**src/rtl/inst_fetch_resp_pkg.sv**
```systemverilog
// Shared types and constants for the instruction-fetch responder.
// The state encodings, the bus width and the NOP encoding live here.
package inst_fetch_resp_pkg;

  localparam int REG_BUS = 64;
  localparam logic [31:0] INST_NOP = 32'h0000_0013;

  typedef enum logic [1:0] {
    IFR_IDLE = 2'b00,
    IFR_BUSY = 2'b01,
    IFR_RESP = 2'b10
  } ifr_state_e;

  // Pick the 32-bit instruction out of a 64-bit RAM word using PC bit 2.
  function automatic logic [31:0] word_sel(input logic [63:0] data, input logic hi);
    if (hi) begin
      return data[63:32];
    end else begin
      return data[31:0];
    end
  endfunction

endpackage

```
**src/rtl/inst_fetch_resp.sv**
```systemverilog
// Instruction-fetch responder: one outstanding PC fetch against a fixed-latency RAM.
// Optional statistics counters are enabled by defining INST_FETCH_RESP_STAT_EN.
module inst_fetch_resp
  import inst_fetch_resp_pkg::*;
#(
  parameter int          MEM_LAT  = 1,
  parameter logic [31:0] NOP_INST = INST_NOP
) (
  input  logic               clk,
  input  logic               rst,
  input  logic               req_valid,
  output logic               req_ready,
  input  logic [REG_BUS-1:0] req_pc,
  input  logic               flush,
  output logic               mem_en,
  output logic [63:0]        mem_addr,
  input  logic [63:0]        mem_rdata,
  output logic               resp_valid,
  input  logic               resp_ready,
  output logic [31:0]        resp_inst,
  output logic [63:0]        resp_pc,
  output logic               resp_err
`ifdef INST_FETCH_RESP_STAT_EN
  ,
  output logic [63:0]        stat_fetch_cnt,
  output logic [63:0]        stat_stall_cnt
`endif
);

  localparam logic [2:0] LAT = 3'(MEM_LAT);

  ifr_state_e   state;
  ifr_state_e   state_next;
  logic [2:0]   cnt;
  logic [63:0]  pc_q;
  logic [31:0]  resp_inst_q;
  logic [63:0]  resp_pc_q;
  logic         resp_err_q;
  logic         resp_valid_q;
  logic         accept;
  logic         aligned;

  assign accept  = req_valid && req_ready;
  assign aligned = (req_pc[1:0] == 2'b00);

  always_ff @(posedge clk) begin
    if (rst) begin
      state <= IFR_IDLE;
    end else begin
      state <= state_next;
    end
  end

  // Flush outranks everything; a misaligned PC skips the RAM and responds directly.
  always_comb begin
    state_next = state;
    case (state)
      IFR_IDLE: begin
        if (accept) begin
          state_next = aligned ? IFR_BUSY : IFR_RESP;
        end else begin
          state_next = IFR_IDLE;
        end
      end
      IFR_BUSY: begin
        if (flush) begin
          state_next = IFR_IDLE;
        end else if (cnt == LAT) begin
          state_next = IFR_RESP;
        end else begin
          state_next = IFR_BUSY;
        end
      end
      IFR_RESP: begin
        if (flush) begin
          state_next = IFR_IDLE;
        end else if (resp_ready) begin
          if (accept) begin
            state_next = aligned ? IFR_BUSY : IFR_RESP;
          end else begin
            state_next = IFR_IDLE;
          end
        end else begin
          state_next = IFR_RESP;
        end
      end
      default: state_next = IFR_IDLE;
    endcase
  end

  always_comb begin
    req_ready = !flush && ((state == IFR_IDLE) || ((state == IFR_RESP) && resp_ready));
    mem_en    = req_valid && req_ready && aligned;
    mem_addr  = {req_pc[63:3], 3'b000};
  end

  // Counter starts at 1 in the first BUSY cycle so cnt==LAT lines up with valid RAM data.
  always_ff @(posedge clk) begin
    if (rst) begin
      cnt          <= 3'd0;
      pc_q         <= 64'd0;
      resp_inst_q  <= NOP_INST;
      resp_pc_q    <= 64'd0;
      resp_err_q   <= 1'b0;
      resp_valid_q <= 1'b0;
    end else begin
      resp_valid_q <= (state_next == IFR_RESP);
      if (accept) begin
        pc_q <= req_pc;
        cnt  <= 3'd1;
        if (!aligned) begin
          resp_inst_q <= NOP_INST;
          resp_pc_q   <= req_pc;
          resp_err_q  <= 1'b1;
        end
      end else if ((state == IFR_BUSY) && !flush) begin
        cnt <= cnt + 3'd1;
        if (cnt == LAT) begin
          resp_inst_q <= word_sel(mem_rdata, pc_q[2]);
          resp_pc_q   <= pc_q;
          resp_err_q  <= 1'b0;
        end
      end
    end
  end

  assign resp_valid = resp_valid_q;
  assign resp_inst  = resp_inst_q;
  assign resp_pc    = resp_pc_q;
  assign resp_err   = resp_err_q;

`ifdef INST_FETCH_RESP_STAT_EN
  // Delivered responses and back-pressure cycles; both wrap naturally.
  always_ff @(posedge clk) begin
    if (rst) begin
      stat_fetch_cnt <= 64'd0;
      stat_stall_cnt <= 64'd0;
    end else begin
      if (resp_valid_q && resp_ready) begin
        stat_fetch_cnt <= stat_fetch_cnt + 64'd1;
      end
      if (resp_valid_q && !resp_ready) begin
        stat_stall_cnt <= stat_stall_cnt + 64'd1;
      end
    end
  end
`endif

endmodule

```
**config.mk**
```make
export PLATFORM = sky130hd
export DESIGN_NAME = inst_fetch_resp
export DESIGN_NICKNAME = d
export VERILOG_FILES = /design/src/rtl/inst_fetch_resp_pkg.sv /design/src/rtl/inst_fetch_resp.sv
export SDC_FILE = /design/constraint.sdc
export NUM_CORES = 1
export LEC_CHECK = 0
export ABC_AREA = 1
export BUFFER_PORTS_ARGS = -buffer_cell sky130_fd_sc_hd__buf_4
export CORE_AREA = 2 2 147 149
export DETAILED_ROUTE_END_ITERATION = 12
export DIE_AREA = 0 0 149 151
export RECOVER_POWER = 25
export REMOVE_ABC_BUFFERS = 1
export SLEW_MARGIN = 20
export SYNTH_ARGS = -nofsm -noshare
export SYNTH_HDL_FRONTEND = slang
export SYNTH_SLANG_ARGS = --single-unit
```
**constraint.sdc**
```tcl
create_clock -name clk -period 4.6 [get_ports clk]
set_clock_uncertainty 0.15 [all_clocks]
set_input_delay 0.69 -clock clk [delete_from_list [all_inputs] [get_ports clk]]
set_output_delay 0.69 -clock clk [all_outputs]
set_load 0.05 [all_outputs]
```
### Word-level counts from Yosys, hierarchy flattened

Cells that the tools add are included.

* bits in registers: 167
* output and inout bits: 164
* logic and storage cells: 49

* add/sub/neg operators: 1
* equal/unequal tests: 5
* reduce and logical (&&, ||, !) cells: 13
* mux-type cells: 22

Operators with widths (number)
* 2-to-1 mux 64 bit: 4
* 2-to-1 mux 32 bit: 5
* 2-to-1 mux 2 bit: 6
* 2-to-1 mux 1 bit: 6
* case mux 2 bit (3 select lines): 1
* logical AND 1 bit: 5
* equality test 2 bit, second input constant: 2
* logical NOT 2 bit: 2
* nonzero test 2 bit: 2
* adder 3 x 1 -> 3 bit, second input constant: 1
* equality test 3 x 1 -> 1 bit, second input constant: 1
* AND reduction 3 bit: 1
* equality test 2 x 1 -> 1 bit, second input constant: 1
* inequality test 2 bit, second input constant: 1
* OR reduction 2 bit: 1
* logical NOT 1 bit: 1
* logical OR 1 bit: 1

### Longest topological paths before layout

Gate-level depths: netlist of the first run.

* depth in word-level cells: 10
* mapped depth: 10
* mapped depth without buffers: 8

### Worst setup path before layout of the first run

Ideal clock, no wire load.

* path kind: input to output
* start point: in resp_ready
* end point: out mem_en
* stages on the path: 7
* data arrival time: 1.569 ns
* path slack: 2.191 ns
* path buffers: 1
* cells stage by stage: o21bai_2 -> nor2_4 -> nand2_4 -> buf_2 -> inv_1 -> nand3_1 -> inv_1

* longest elaborated chain between the ends: 5

RTL lines
* from (decl): line inst_fetch_resp.sv:19 `input logic resp_ready,`
* logical AND 1 bit: line inst_fetch_resp.sv:92 `req_ready = !flush && ((state == IFR_IDLE) || ((state == IFR_RESP) && resp_ready));`
* logical OR 1 bit: line inst_fetch_resp.sv:92
* logical AND 1 bit: line inst_fetch_resp.sv:92
* logical AND 1 bit (2 in series): line inst_fetch_resp.sv:93 `mem_en = req_valid && req_ready && aligned;`
* to (decl): line inst_fetch_resp.sv:15 `output logic mem_en,`

Every way passes these cells.

### Worst setup path in the final report of the first run

* start point: reg state[0]
* end point: out req_ready

* longest elaborated chain between the ends: 4
* elaborated cells between the ends (all ways): 5
* classes of those cells: eq/ne: 1; reduce/logical: 4

RTL lines
* from (decl): line inst_fetch_resp.sv:32 `ifr_state_e state;`
* from (signal assigned): line inst_fetch_resp.sv:50 `state <= state_next;`
* equality test 2 bit: line inst_fetch_resp.sv:92
* logical AND 1 bit: line inst_fetch_resp.sv:92
* logical OR 1 bit *: line inst_fetch_resp.sv:92
* logical AND 1 bit *: line inst_fetch_resp.sv:92
* to (decl): line inst_fetch_resp.sv:12 `output logic req_ready,`

Mark *: on every way between the ends. The rest lies on a longest branch, timed or not.

==> results.ini, run 1 <==
[final_layout]
ff_latch_area_um2 = 3340
drive_gt1_share_pct = 21.1
finalNonFillerCells = 1527
area_delta_synth_final_pct = 28.2
multiInputGateArea_um2 = 2500
diodes = 0
fillers = 2264
nNetsFinal = 1374

[die]
start_util_pct = 35.5
dieArea_um2 = 22500
rows = 53
die-height_um = 151
io_pins = 297
die_w_um = 149
coreArea_um2 = 20800

[detailed_routing]
vias = 6795
drc = 0
drt-total-wl_mm = 19.8
ant_nets = 0
routedWlPerCell_um = 13.0
drt_iter0_markers = 192
viasPerCell = 4.45
dr.pass1.iters = 4

[yosys]
syn_inst = 1042
synth_seq_cells = 167
yosysWarnings = 0
ys_seq_area_share_pct = 45.3
synth_area_per_cell_um2 = 7.09
syn-cell-area_um2 = 7380
yosysUniqueCellTypes = 26

[setup_path]
criticalPathCategory = register to primary output
reg2reg_depth = 8
r2r-start = state[1]
critPathArrivalTime_ns = 2.06
required_ns = 3.76
cp-start-kind = register
worstPathMaxFanout = 66
end_kind = primary output
timing.rr.end = resp_inst[4]
r2r_slack_ns = 2.17

[clock_tree]
htree_levels = 4
cts_hold_buffers = 0
clk_latency_ns = 0.42
clock_tree.root_cell = clkbuf_16
postCtsSetupBuffers = 0
cts_sinks = 167
numCtsBuffers = 17
clk_pin_slew_ns = 0.06
cts_resized = 0
clockBufferDepth = 2
cts_tree = done

[global_routing]
grt_pass1_vias = 6300
grt_start_max_net_pins = 94
grt_util_all_layers_pct = 17.2
antenna_found_initial = 0
grt_first_pass_wirelength_mm = 31.0
grt-ovfl-total = 0

[flow_run]
maxCapViolations = 0

[place]
place_congestion = 0.742
dp_cells = 1495
place.port_buffers = 293
dpl_worst_slack_ns = 1.69
hpwlAfterDp_mm = 13.1

[power_and_ir_drop]
p_leak_nw = 5.10
switching_power_mw = 1.38
p_sw_share_pct = 34.5
p_int_mw = 2.62
clock_power_share_pct = 34.3
power_frac_comb_pct = 25.0
power_frac_seq_pct = 40.7
power.density_nw_per_um2 = 423
peakVddDrop_mv = 0.269

[timing]
rsz0062_at_grt = no
hold_viol_final = 0
fin_ws_ns = 1.70
finalCriticalPeriod_ns = 2.90
worstMarginPinSlew_ns = 1.08
finalCritPeriodShare_pct = 63.0
finalMaxSlewViolations = 0
slew_headroom_pct = 28.1
fmax_mhz = 345
final-setup-viol-count = 0
timing.setup.tns_ns = 0

[min_path]
hold_path_class = input pin to register
hold_path_depth = 2
min-delay-start = rst
hold_end = resp_err

[outcome]
outcome = complete, no violations

[sequential cells by signal, summed over array words and instances, names as in the netlist]
name        flops
resp_pc        64
pc_q           64
cnt             3
state           2
resp_err        1
resp_valid      1
resp_inst      32
[metal layers]
metal | global-route usage (%) | up-vias | share of wire, %
met5 | 0 | - | 0
met4 | 5.43 | 0 | 1.5
met3 | 4.07 | 21 | 6.1
met2 | 29.4 | 200 | 48
met1 | 21.6 | 3062 | 44
li1 | - | 3512 | -
[cells in the final DEF, fill, tap and decap left out, types with 3 or more instances in the layout]
master	n
clkbuf_1	80
clkbuf_16	17
conb_1	3
buf_4	222
dfxtp_1	167
clkinv_2	4
nor2_1	105
inv_6	5
o21ai_0	4
nand2_1	160
nand3_1	166
a21oi_1	99
inv_1	198
[critical path, stage by stage, from the launching register on]
cell	delay, ns
dfxtp_1	0.36
o21bai_1	0.21
nor2_4	0.13
buf_4	0.59
buf_4	0.32
[area by class of cell]
class,instances,area share (%)
flip-flops and latches,167,35.3
multi-input cells,551,26.4
repair buffers,301,20.7
inverters,201,7.98
clock buffers,18,4.53
well taps,275,3.63
clock inverters,14,1.44
[kinds of logic after synthesis]
family	synth area share, %
AO/OA/AOI/OAI	7.25
XOR/XNOR	0.119
adder cells (fa/ha/maj)	0.339
buffers and inverters	21.0
flip-flops	45.3
other	0.0508
AND/OR/NAND/NOR	25.9
[worst max path at each step]
stage                from  slack, ns           to
2_1_floorplan  resp_ready       0.77       mem_en
6_report         state[0]       1.70    req_ready
3_5_place_dp          rst       1.69  resp_pc[42]
3_3_place_gp          rst       1.75   resp_pc[5]
5_1_grt          state[1]       1.51       mem_en
4_1_cts          state[0]       1.65    req_ready
[power groups by stage]
| stage | Combinational (mW) | Sequential [mW] | Clock [mW] |
|---|---|---|---|
| final | 1.00 | 1.63 | 1.37 |
| after global routing | 1.08 | 1.64 | 1.49 |
| after CTS | 1.06 | 1.63 | 1.42 |
| after detailed placement | 1.05 | 1.66 | 0 |
| after global placement | 1.05 | 1.66 | 0 |
| after floorplan | 0.276 | 1.95 | 0 |
[synthesized netlist by cell type (all sizes together)]
cell type / number / share of area (%)
a21oi: 100 / 6.8
buf: 106 / 9.9
clkbuf: 19 / 0.97
conb: 1 / 0.051
dfxtp: 167 / 45
ha: 2 / 0.34
inv: 201 / 10
nand2: 162 / 8.5
nand3: 168 / 12
nand4: 2 / 0.25
nor2: 106 / 5.5
nor3b: 1 / 0.10
o21ai: 4 / 0.27
o21bai: 1 / 0.15
or2: 1 / 0.085
xor2: 1 / 0.12
[per-stage QoR]
| step | total power [mW] | util (%) | hold WS [ns] | area (µm²) |
|---|---|---|---|---|
| 2_1_floorplan | 2.22 | - | 0.308 | 6590 |
| 3_3_place_gp | 2.70 | 44.2 | 0.318 | 9210 |
| 3_5_place_dp | 2.71 | 44.2 | 0.327 | 9210 |
| 4_1_cts | 4.11 | 46.9 | 0.306 | 9780 |
| 5_1_grt | 4.21 | 45.5 | 0.313 | 9470 |
| 6_report | 4.00 | 45.5 | 0.335 | 9470 |
No activity file was read; power rests on OpenSTA's default activity.
==> inputs of run 2 (changes only) <==
--- a/config.mk
+++ b/config.mk
@@ -5,11 +5,11 @@
 export SDC_FILE = /design/constraint.sdc
 export NUM_CORES = 1
 export LEC_CHECK = 0
-export ABC_AREA = 1
+export ABC_AREA = 0
 export BUFFER_PORTS_ARGS = -buffer_cell sky130_fd_sc_hd__buf_4
-export CORE_AREA = 2 2 147 149
+export CORE_AREA = 2 2 141 143
 export DETAILED_ROUTE_END_ITERATION = 12
-export DIE_AREA = 0 0 149 151
+export DIE_AREA = 0 0 143 145
 export RECOVER_POWER = 25
 export REMOVE_ABC_BUFFERS = 1
 export SLEW_MARGIN = 20
==> constraint.sdc (replaced) <==
create_clock -name clk -period 2.8 [get_ports clk]
set_clock_uncertainty 0.15 [all_clocks]
set_input_delay 0.42 -clock clk [delete_from_list [all_inputs] [get_ports clk]]
set_output_delay 0.42 -clock clk [all_outputs]
set_load 0.05 [all_outputs]
==> run 2 against run 1 <==
Synthesized area down 7.9%. Critical path depth up 1. Largest cell class unchanged. Hold slack worse by 0.22 ns. Sequential share of layout area up 1.7 points. Critical path type is now register to register. Worst setup slack worse by 1.2 ns. First-iteration DRC count down 10%. Register-to-register slack worse by 1.7 ns.
==> results.ini, run 2 <==
[clock_tree]
cts_tree = done
cts_sinks = 167  ; unchanged
cts_hold_buffers = 0  ; unchanged
clockBufferDepth = 2  ; unchanged
clock_tree.root_cell = clkbuf_16
htree_levels = 4  ; unchanged
clk_pin_slew_ns = 0.07  ; about the same
postCtsSetupBuffers = 0  ; unchanged
cts_resized = 0  ; unchanged
clk_latency_ns = 0.42  ; about the same
numCtsBuffers = 17  ; unchanged

[die]
die_w_um = 143  ; -4.0%
io_pins = 297  ; unchanged
dieArea_um2 = 20700  ; -7.8%
die-height_um = 145  ; -4.0%
start_util_pct = 35.4  ; -0.040 points
coreArea_um2 = 19200  ; -7.8%
rows = 51  ; -3.8%

[global_routing]
grt_util_all_layers_pct = 17.1  ; -0.17 points
grt_pass1_vias = 5520  ; -12%
grt_first_pass_wirelength_mm = 28.1  ; -9.3%
grt-ovfl-total = 0  ; unchanged
antenna_found_initial = 0  ; unchanged
grt_start_max_net_pins = 96  ; +2.1%

[yosys]
synth-edff-count = 0  ; unchanged
synth_top_cell_by_area = dfxtp_1
syn-cell-area_um2 = 6800  ; -7.9%
synthTopCellsByArea = dfxtp_1, mux2i_1, buf_4, a211oi_1, nor3_1
yosysMostFrequentCell = dfxtp_1
syn_inst = 705  ; -32%
ys.flop_type = dfxtp_1
yosysUniqueCellTypes = 31  ; +19%
yosysWarnings = 0  ; unchanged
synth_common_cells = dfxtp_1, buf_4, nor3_1
synth_area_per_cell_um2 = 9.65  ; +36%
ys_seq_area_share_pct = 49.1  ; +3.9 points
async_reset_ff_share_pct = 0  ; unchanged
synth.top_cell.area_share_pct = 49.1  ; +3.9 points
synth_seq_cells = 167  ; unchanged

[setup_path]
r2r_slack_ns = 0.50  ; -1.67 ns
cpMaxStageDelayCell = nor3b_1
end_kind = register
cp-start-kind = register
r2r-start = state[0]
slowest_delay_ns = 0.66  ; +0.07 ns
critPathArrivalTime_ns = 2.45  ; +0.39 ns
required_ns = 2.94  ; -0.82 ns
setup.worst_path.start = state[0]
worstPathMaxFanout = 32  ; -52%
reg2reg_depth = 5  ; -3
timing.rr.end = resp_inst[4]
crit_chain = nor3b_1 > nand2b_1 > buf_4 > nor3_1 > a2bb2oi_1
criticalPathCategory = register to register
critPathCapture = resp_inst[4]

[final_layout]
drive_gt1_share_pct = 31.5  ; +10 points
final_util_pct = 47.0  ; +1.5 points
diodes = 0  ; unchanged
area_delta_synth_final_pct = 32.6
fillers = 1952  ; -14%
layout_commonest_cell = buf_4
multiInputGateArea_um2 = 2720  ; +9.1%
nNetsFinal = 1043  ; -24%
final_cell_mix = buf_4, dfxtp_1, clkbuf_1, nor3_1
ff_latch_area_um2 = 3340  ; unchanged

[detailed_routing]
drt_iter0_markers = 172  ; -10%
drt-total-wl_mm = 18.4  ; -7.1%
drc = 0  ; unchanged
dr.pass1.iters = 4  ; unchanged
vias = 5645  ; -17%
routedWlPerCell_um = 15.5  ; +20%
viasPerCell = 4.76  ; +7.0%
ant_nets = 0  ; unchanged

[place]
hpwlAfterDp_mm = 12.8  ; -2.5%
place.port_buffers = 293  ; unchanged
place_congestion = 0.725  ; -2.2%

[outcome]
outcome = complete, no violations

[timing]
hold_viol_final = 0  ; unchanged
timing.setup.tns_ns = 0  ; unchanged
worstMarginPinSlew_ns = 0.756  ; -0.323 ns
fmax_mhz = 434
rsz0062_at_grt = no
finalMaxSlewViolations = 0  ; unchanged
finalCriticalPeriod_ns = 2.30
finalCritPeriodShare_pct = 82.3
slew_headroom_pct = 49.5  ; +21 points
final-setup-viol-count = 0  ; unchanged

[flow_run]
maxCapViolations = 0  ; unchanged

[min_path]
hold_path_class = input pin to register

[power_and_ir_drop]
p_leak_nw = 3.91  ; -23%
peakVddDrop_mv = 0.437  ; +62%
power.density_nw_per_um2 = 653  ; +54%

==> run 2: cell types whose count changed after synthesis, moves of 8 or more <==
cell / before / now
a21oi_1: 99 / 31
nand3_1: 166 / 30
inv_1: 198 / 1
buf_1: 8 / 0
nand2_1: 159 / 32
mux2_2: 0 / 29
nor3_1: 0 / 69
nor2_1: 105 / 67
mux2i_1: 0 / 67
a211oi_1: 0 / 64
clkbuf_1: 19 / 30
==> run 2: cell families (layout without fill, tap and decap cells) <==
kind of cell               count (synthesis)  count (layout)  share of synthesized area (%)
DFF                                      167             167                           49.1
xor gates and xnor gates                   2               2                          0.257
muxes                                     96              96                           14.7
and+or+nand+nor                          209             209                           14.0
other                                      1               3                         0.0551
AOI/OAI and AO/OA                        103             103                           10.2
adders and majority gates                  2               2                          0.368
buffers and inverters                    125             339                           11.3
==> run 2: final cells by class <==
class / instances / share of cell area [%]
sequential: 167 / 37.1
multi-input combinational: 415 / 30.2
timing repair buffer: 306 / 22.7
clock buffer: 20 / 5.06
tap: 265 / 3.68
clock inverter: 12 / 1.29
inverter: 1 / 0.0416
==> run 2: critical path: cells and delay by family (launching register included) <==
| family | cells | cell delay [ns] |
|---|---|---|
| simple gates | 3 | 1.18 |
| buf+inv | 1 | 0.29 |
| flops | 1 | 0.44 |
| compound gates | 1 | 0.12 |
==> run 2: metal layers <==
metal / routed length (µm) / GRT usage (%)
met1: 7940 / 21.0
met2: 8550 / 28.2
met3: 1710 / 6.34
met4: 173 / 4.11
met5: 0 / 0
==> run 2: power breakdown <==
part | leakage (nW) | switching, mW | internal (mW) | total [mW]
sequential | 1.36 | 0.0512 | 2.49 | 2.54
combinational | 2.27 | 0.723 | 0.372 | 1.10
clock | 0.278 | 0.973 | 1.28 | 2.26
==> run 2: how the worst min path moves through the flow <==
stage / start / to / slack [ns] / cells past startpoint
5_1_grt: req_pc[59] / pc_q[59] / 0.11 / 3
3_5_place_dp: resp_inst[27] / resp_inst[27] / 0.31 / 2
3_3_place_gp: resp_inst[18] / resp_inst[18] / 0.30 / 2
6_report: req_pc[34] / pc_q[34] / 0.11 / 3
4_1_cts: req_pc[34] / pc_q[34] / 0.10 / 3
2_1_floorplan: pc_q[26] / pc_q[26] / 0.31 / 2
==> run 2: metrics by stage <==
stage                     hold WS [ns]  instances  worst slack, ns  area, µm²  power [mW]
after floorplan                  0.310        583            -2.56       6050        3.12
after global placement           0.300       1154            0.802       8760        3.74
after detailed placement         0.307       1154            0.791       8760        3.75
after CTS                        0.100       1186            0.515       9330        6.02
after global routing             0.108       1186            0.230       9020        6.14
final                            0.115       1186            0.496       9020        5.89
==> inputs of run 3 (changes only) <==
--- a/config.mk
+++ b/config.mk
@@ -10,6 +10,7 @@
 export CORE_AREA = 2 2 141 143
 export DETAILED_ROUTE_END_ITERATION = 12
 export DIE_AREA = 0 0 143 145
+export PLACE_DENSITY = 0.65
 export RECOVER_POWER = 25
 export REMOVE_ABC_BUFFERS = 1
 export SLEW_MARGIN = 20
==> constraint.sdc (replaced) <==
create_clock -name clk -period 2 [get_ports clk]
set_clock_uncertainty 0.15 [all_clocks]
set_input_delay 0.3 -clock clk [delete_from_list [all_inputs] [get_ports clk]]
set_output_delay 0.3 -clock clk [all_outputs]
set_load 0.05 [all_outputs]
==> run 3 against run 2 <==
Sequential cell count did not move. Die area stayed put. Critical path depth fell by 1. Largest cell class unchanged. Routed wire length grew 2.9%. Utilization rose by 2.6 points. First-iteration DRC count increased by 23%. Critical path type is now register to primary output. Highest routed layer unchanged. Non-clock buffer count rose by 46. Final cell count up 3.9%. Final area increased by 5.6%. Via count grew 3.4%.
==> results.ini, run 3 (synthesized netlist as in run 2, its figures left out) <==
[outcome]
outcome = complete, no violations

[place]
hpwlAfterDp_mm = 12.8  ; about the same
dp_cells = 1159  ; +0.43%
dpl_worst_slack_ns = 0.0983  ; -0.693 ns
placed_area_um2 = 8820  ; +0.71%
place.port_buffers = 293  ; unchanged
place_congestion = 0.786  ; +8.3%

[power_and_ir_drop]
switching_power_mw = 2.44  ; +39%
clock_power_share_pct = 37.1  ; -1.2 points
power.density_nw_per_um2 = 865  ; +32%
p_int_mw = 5.80  ; +40%
p_total_mw = 8.24  ; +40%
p_leak_nw = 4.09  ; +4.6%
peakVddDrop_mv = 0.538  ; +23%
power_frac_comb_pct = 19.8  ; +1.2 points
p_sw_share_pct = 29.6  ; -0.084 points
power_frac_seq_pct = 43.1  ; about the same

[global_routing]
grt_util_all_layers_pct = 17.8  ; +0.75 points
grt_pass1_vias = 5635  ; +2.1%
grt_start_max_net_pins = 80  ; -17%
grt-ovfl-total = 0  ; unchanged
antenna_found_initial = 0  ; unchanged
grt_first_pass_wirelength_mm = 29.3  ; +4.3%

[die]
die_w_um = 143  ; unchanged
dieArea_um2 = 20700  ; unchanged
die-height_um = 145  ; unchanged
rows = 51  ; unchanged
io_pins = 297  ; unchanged
coreArea_um2 = 19200  ; unchanged
start_util_pct = 35.4  ; unchanged

[clock_tree]
numCtsBuffers = 17  ; unchanged
cts_sinks = 167  ; unchanged
clk_pin_slew_ns = 0.06  ; about the same
clock_tree.root_cell = clkbuf_16
clockBufferDepth = 2  ; unchanged
clk_latency_ns = 0.41  ; about the same
htree_levels = 4  ; unchanged
cts_tree = done

[setup_path]
slowest_delay_ns = 0.37  ; -0.29 ns
cpMaxStageDelayCell = dfxtp_2
critPathArrivalTime_ns = 1.46  ; -0.99 ns
cp-start-kind = register
end_kind = primary output
worstPathMaxFanout = 5  ; -84%
required_ns = 1.55  ; -1.39 ns
crit_chain = nor2_4 > nand3_4 > nor3_4 > buf_6
criticalPathCategory = register to primary output

[detailed_routing]
viasPerCell = 4.74  ; -0.49%
vias = 5835  ; +3.4%
routedWlPerCell_um = 15.4  ; -0.95%
drc = 0  ; unchanged
dr.pass1.iters = 5  ; +1
drt-total-wl_mm = 18.9  ; +2.9%
drt_iter0_markers = 212  ; +23%
ant_nets = 0  ; unchanged

[flow_run]
maxCapViolations = 0  ; unchanged

[final_layout]
area_delta_synth_final_pct = 40.0
final_cell_mix = buf_4, dfxtp_1, clkbuf_1, nor3_1, mux2i_1
drive_gt1_share_pct = 31.1  ; -0.36 points
nNetsFinal = 1089  ; +4.4%
layout_commonest_cell = buf_4
finalNonFillerCells = 1232  ; +3.9%
fin_area_um2 = 9530  ; +5.6%
diodes = 0  ; unchanged
final_util_pct = 49.6  ; +2.6 points

[timing]
finalCritPeriodShare_pct = 95.5
slew_headroom_pct = 55.1  ; +5.6 points
hold_viol_final = 0  ; unchanged
finalMaxSlewViolations = 0  ; unchanged
finalCriticalPeriod_ns = 1.91
rsz0062_at_grt = no
worstMarginPinSlew_ns = 0.677  ; -0.0793 ns
fin_ws_ns = 0.0890  ; -0.407 ns
final-setup-viol-count = 0  ; unchanged
fmax_mhz = 523

[min_path]
hold_path_class = input pin to register

run 3: cell count changes in the layout (fill, tap and decap cells not counted), moves of 2 or more:
cell           delta
clkinvlp_4        +2
inv_6             -2
clkinv_4          -2
buf_4             +2
dlygate4sd3_1    +41
clkbuf_8          +2
buf_12            +2
nor3_1            -2
run 3: timing repair:
| action | 4_1_cts | 5_1_grt |
|---|---|---|
| pin swaps | 0 | 0 |
| hold endpoints to repair | 41 | 0 |
| resized for setup | 5 | 4 |
| hold buffers | 41 | 0 |
| setup buffers | 0 | 0 |
| setup endpoints to repair | 1 | 52 |
run 3: final timing paths:
path | endpoint | startpoint | slack [ns] | cells after the start
worst max-delay path | mem_en | state[0] | 0.09 | 4
worst min-delay path | pc_q[55] | req_pc[55] | 0.01 | 3
worst max register to register | resp_pc[15] | state[0] | 0.16 | 5
worst min register to register | resp_inst[29] | resp_inst[29] | 0.31 | 2
run 3: layout make-up:
cell class                      count  area [µm²]
Clock buffer                       23         488
Fill cell                        1884        9680
Clock inverter                      9        66.3
Multi-Input combinational cell    415        2770
Tap cell                          265         332
Inverter                            1        3.75
Sequential cell                   167        3340
Timing Repair Buffer              352        2520
run 3: metrics by stage:
stage,setup TNS (ns),hold WS [ns]
global placement,0,0.301
global route,0,0.0159
finish,0,0.0148
detailed placement,0,0.307
CTS,0,0.0000444
floorplan,-353.24,0.219
run 3: critical path, delay by kind of cell, from the launching register on:
kind / cells / cell delay, ns
and+or+nand+nor: 3 / 0.49
buffers and inverters: 1 / 0.19
DFF: 1 / 0.37
run 3: power groups by stage:
stage	logic, mW	clock network (mW)	registers, mW
floorplan	0.436	0	3.94
global placement	1.63	0	3.62
detailed placement	1.63	0	3.63
CTS	1.70	3.16	3.55
global route	1.74	3.30	3.57
finish	1.63	3.06	3.55
run 3: routing by layer:
metal,global-route usage (%),part of all wire [%],vias up
met4,4.26,0.81,0
met3,6.17,9.0,8
met1,21.7,43,2690
li1,-,-,2903
met2,30.0,47,234
met5,0,0,-
